### src/rtl/dcache.sv
// Direct-mapped write-back / write-allocate data cache: 8 lines x 4 bytes,
// byte-wide CPU port, word-wide memory port.
//
// state     | meaning
// IDLE      | serving hits; a miss picks WRITEBACK (dirty victim) or FETCH
// WRITEBACK | writing the dirty victim block to memory
// FETCH     | reading the requested block from memory into the line
module dcache (
  input  logic        CLK,
  input  logic        RESET,
  input  logic        READ,
  input  logic        WRITE,
  input  logic [7:0]  ADDRESS,
  input  logic [7:0]  WRITEDATA,
  output logic [7:0]  READDATA,
  output logic        BUSYWAIT,
  output logic        MEM_READ,
  output logic        MEM_WRITE,
  output logic [5:0]  MEM_ADDRESS,
  output logic [31:0] MEM_WRITEDATA,
  input  logic [31:0] MEM_READDATA,
  input  logic        MEM_BUSYWAIT
);

  typedef enum logic [1:0] {IDLE, WRITEBACK, FETCH} state_t;

  state_t      state, state_nxt;
  logic [7:0]  valid, dirty;
  logic [2:0]  tags [8];
  logic [31:0] data [8];
  logic        wr_ack;

  logic [2:0]  tag_in, index;
  logic [1:0]  offset;
  logic [4:0]  bit_sel;
  logic [31:0] blk;
  logic        hit, req;

  assign tag_in  = ADDRESS[7:5];
  assign index   = ADDRESS[4:2];
  assign offset  = ADDRESS[1:0];
  assign bit_sel = {offset, 3'b000};
  assign blk     = data[index];
  assign hit     = valid[index] && (tags[index] == tag_in);
  assign req     = READ || WRITE;

  // a store on a hit stalls for one edge; wr_ack releases the CPU afterwards
  assign BUSYWAIT = req && !RESET && !((state == IDLE) && hit && (!WRITE || wr_ack));
  assign READDATA = ((state == IDLE) && hit && READ && !WRITE && !RESET) ? blk[bit_sel +: 8] : 8'h00;

  always_comb begin
    state_nxt     = state;
    MEM_READ      = 1'b0;
    MEM_WRITE     = 1'b0;
    MEM_ADDRESS   = 6'h00;
    MEM_WRITEDATA = 32'h0;
    case (state)
      IDLE: begin
        if (req && !hit)
          state_nxt = (valid[index] && dirty[index]) ? WRITEBACK : FETCH;
      end
      WRITEBACK: begin
        MEM_WRITE     = 1'b1;
        MEM_ADDRESS   = {tags[index], index};
        MEM_WRITEDATA = blk;
        if (!MEM_BUSYWAIT)
          state_nxt = FETCH;
      end
      FETCH: begin
        MEM_READ    = 1'b1;
        MEM_ADDRESS = {tag_in, index};
        if (!MEM_BUSYWAIT)
          state_nxt = IDLE;
      end
      default: state_nxt = IDLE;
    endcase
  end

  always_ff @(posedge CLK or posedge RESET) begin
    if (RESET) begin
      state  <= IDLE;
      valid  <= 8'h00;
      dirty  <= 8'h00;
      wr_ack <= 1'b0;
      for (int i = 0; i < 8; i++) begin
        tags[i] <= 3'h0;
        data[i] <= 32'h0;
      end
    end else begin
      state  <= state_nxt;
      wr_ack <= 1'b0;
      case (state)
        IDLE: begin
          if (WRITE && hit && !wr_ack) begin
            data[index][bit_sel +: 8] <= WRITEDATA;
            dirty[index]              <= 1'b1;
            wr_ack                    <= 1'b1;
          end
        end
        WRITEBACK: begin
          if (!MEM_BUSYWAIT)
            dirty[index] <= 1'b0;
        end
        FETCH: begin
          if (!MEM_BUSYWAIT) begin
            data[index]  <= MEM_READDATA;
            tags[index]  <= tag_in;
            valid[index] <= 1'b1;
            dirty[index] <= 1'b0;
          end
        end
        default: ;
      endcase
    end
  end

endmodule

### config.mk
export PLATFORM = sky130hd
export DESIGN_NAME = dcache
export DESIGN_NICKNAME = d
export VERILOG_FILES = /design/src/rtl/dcache.sv
export SDC_FILE = /design/constraint.sdc
export NUM_CORES = 1
export LEC_CHECK = 0
export BUFFER_PORTS_ARGS = -buffer_cell sky130_fd_sc_hd__buf_2
export CAP_MARGIN = 10
export CELL_PAD_IN_SITES_DETAIL_PLACEMENT = 0
export CELL_PAD_IN_SITES_GLOBAL_PLACEMENT = 1
export CORE_UTILIZATION = 35
export CTS_BUF_LIST = sky130_fd_sc_hd__clkbuf_8
export DETAILED_ROUTE_END_ITERATION = 12
export PLACE_DENSITY_LB_ADDON = 0.1
export REMOVE_ABC_BUFFERS = 1
export SLEW_MARGIN = 10
export SYNTH_ARGS = -nofsm -noshare
export SYNTH_HDL_FRONTEND = slang
export SYNTH_SLANG_ARGS = --single-unit
### constraint.sdc
create_clock -name CLK -period 30.6 [get_ports CLK]
set_input_delay 9.18 -clock CLK [delete_from_list [all_inputs] [get_ports CLK]]
set_output_delay 9.18 -clock CLK [all_outputs]
set_load 0.1 [all_outputs]
==> key figures <==
Run status
  – Outcome: complete, but fails checks
  – Failing checks: DRC

Final layout
  – Most common cell after layout, fill and taps aside: dfrtp_1
  – Area occupied by multi-input gates: 0.00694 mm^2
  – N_diodes: 0
  – Register area: 0.00748 mm^2
  – FILL cells: 3,937
  – Layout area overhead: 14.7%
  – Commonest cells after routing, fill and taps aside: dfrtp_1, mux2_2, buf_2, clkbuf_8, mux2i_1
  – Layout cells sized above 1: 45.3%
  – Layout net count: 1,270

Timing
  – Hold Vio Cnt, Final: 0
  – Worst slew pin tran: 0.996 ns
  – Fmax: 0.0444 GHz
  – Shortest period the worst path allows: 22.51 ns
  – Skew final: 0.0296 ns
  – Final setup vio count: 0
  – Final slew viol count: 0
  – Period utilization: 73.6%
  – Slew HR: 33.1%
  – RSZ-0062 raised after global routing: no
  – Setup TNS Final: 0 ns
  – Setup ws final: 8.09 ns

Place
  – DP Wirelength: 32.1 mm
  – Port Buffer Count: 101
  – Dpl ws: 8.06 ns
  – Final GP Congestion: 0.801

Drt
  – Antenna-violating nets left: 0
  – Routed wl met2: 22.2 mm
  – DRT Pass-1 Iters: 9
  – WL final: 47.9 mm
  – Initial drt markers: 666
  – DR WL met3: 2.86 mm
  – DR WL/cell: 27.0 um
  – Drc violations: 7
  – DR vias: 9,831
  – Metal-1 WL: 21.6 mm
  – Max layer used: met4
  – Vias per cell: 5.54

Power and ir drop
  – VDD IR max: 31.8 uV
  – PwrDens: 77.6 mW/mm^2
  – Static leakage: 7.70 nW

Critical path
  – CP max stage cell: buf_4
  – Crit-path max FO: 48
  – R2R setup slack: 26.40 ns
  – Critical-path cell list: buf_4 > buf_4 > and2_1 > a22o_1 > or3_1 > nand4_1 > nor3_1 > nand3_1 > nor2_1 > buf_2
  – Setup CP Type: input pin to output pin
  – WP data arrival: 13.33 ns
  – Crit path max-delay family: simple AND/OR/NAND/NOR gates
  – Worst Path Required: 21.42 ns
  – Worst Setup End Kind: output pin
  – Largest stage delay, worst path: 0.69 ns
  – Crit path buffers/inverters: 3
  – Launching point of the worst reg2reg path: state[0]
  – Reg2Reg Capture Point: data[167]
  – Most frequent CP cell: buf_4
  – Register-to-Register Path Depth: 10
  – CP startpoint kind: input pin

CTS
  – Post-CTS Hold Fix Bufs: 0
  – Setup bufs post-CTS: 0
  – Total CTS buffers: 55
  – CTS-repair resized insts: 0
  – Clk buf depth: 3
  – H-tree levels: 2
  – Clock Sinks: 299
  – Worst-path clk slew: 0.05 ns
  – Clock latency on the worst-skew pair: 0.64 ns
  – CTS tree: yes
  – CTS root buf: clkbuf_8

Floorplanning
  – Die W: 206 um
  – Starting Density: 35.7%
  – Die Y-Extent: 206 um
  – CORE AREA: 0.0410 mm^2
  – Die Area: 0.0426 mm^2
  – Rows: 74
  – Top Ports: 102

Logic synthesis
  – Mean Syn Cell Area: 13.5 um^2
  – Post-synth cell types: 47
  – Synth top area share: 51.1%
  – Post-Syn Instances: 1,086
  – Cells taking the most area after synthesis: dfrtp_1, mux2_2, mux4_2
  – Async set-reset flop share out of synthesis: 100%
  – Synth Register Bits: 299
  – EDFF count, synth: 0
  – Mapped cell area: 0.0146 mm^2
  – Area leader, netlist: dfrtp_1
  – Share of the yosys chip area belonging to registers: 51.1%
  – Most used DFF post-synth: dfrtp_1
  – Ys Warns: 0

GRT
  – First-pass GRT wire length: 71.2 mm
  – Number of global-route vias before repair: 10,400
  – Initial antenna violation count: 1
  – Total grt overflow: 0
  – Pin count of the biggest net entering global routing: 109
  – Gr usage total: 23.4%

Min path
  – Cell depth of the worst hold path: 1
  – HP Start: valid[3]
  – Hold Path Sink: valid[3]
  – Hold WC Path Type: flip-flop to flip-flop

Job
  – Max Cap Viol: 0
-- power breakdown --
part / total, mW / switching (mW) / leakage (nW) / internal (mW)
Combinational: 0.367 / 0.203 / 3.14 / 0.165
Clock: 0.363 / 0.167 / 0.608 / 0.196
Sequential: 0.571 / 0.0579 / 3.95 / 0.514
-- routing by layer --
metal  track usage (%)  vias up
met1              32.1     5152
met4              7.64        0
met2              36.6      270
met5                 0        -
met3              4.97       68
li1                  -     4341
-- per-stage QoR --
stage                     power [mW]  instance area [um^2]  util, %  cells  hold WS (ns)
final                           1.30                 16800     40.9   1776         0.465
after global routing            1.38                 16800     40.9   1776         0.496
after CTS                       1.32                 16800     40.9   1776         0.469
after detailed placement       0.948                 15800     38.4   1684         0.452
after global placement         0.942                 15800     38.4   1684         0.452
after floorplan                0.827                 14400        -   1037         0.430
-- how the worst max path moves through the flow --
stage,slack (ns),from,depth (start not counted),endpoint
after floorplan,4.90,RESET,2,BUSYWAIT
after global placement,8.14,ADDRESS[2],10,READDATA[1]
after detailed placement,8.06,ADDRESS[2],10,READDATA[7]
after CTS,8.07,ADDRESS[2],10,READDATA[7]
after global routing,7.79,ADDRESS[2],10,READDATA[7]
final,8.09,ADDRESS[2],10,READDATA[7]
-- cell usage after synthesis, types with 3 or more instances --
master and instances:
mux2i_1 49, nand3_1 3, and3_1 5, ha_1 8
a31oi_1 19, nor2b_1 39, a221oi_1 22, buf_1 13
mux2_2 286, or2_2 6, nand2b_1 10, a21oi_2 11
a22oi_1 13, buf_2 8, o21ai_0 14, nor2_2 24
and2_1 5, nor2_1 43, nand2_1 30, a2111oi_0 4
nor3_1 4, a22o_1 39, a21oi_1 18, o22ai_1 11
dfrtp_1 299, inv_1 8, mux4_2 42, or3_1 3
clkbuf_1 28
-- registers in the layout, summed over array words and instances, names as in the netlist, named ones only --
register / flops
data: 256
tags: 24
valid: 8
state: 2
wr_ack: 1
-- cell families (layout without fill, tap and decap cells) --
logic type | after synthesis | count (layout) | synth area share, %
AOI/OAI and AO/OA | 161 | 161 | 8.19
muxes | 377 | 377 | 31.8
DFF | 299 | 299 | 51.1
and+or+nand+nor | 182 | 182 | 6.58
adders and majority gates | 8 | 8 | 0.684
buffers and inverters | 59 | 217 | 1.58
-- cell type report --
cell class                 count  area share, %
tap                          532           3.97
multi-input combinational    728           41.4
inverter                      10          0.268
sequential                   299           44.6
timing repair buffer         115           3.68
clock inverter                28          0.858
clock buffer                  64           5.25
Note: power is estimated with default switching activity, not from simulation.
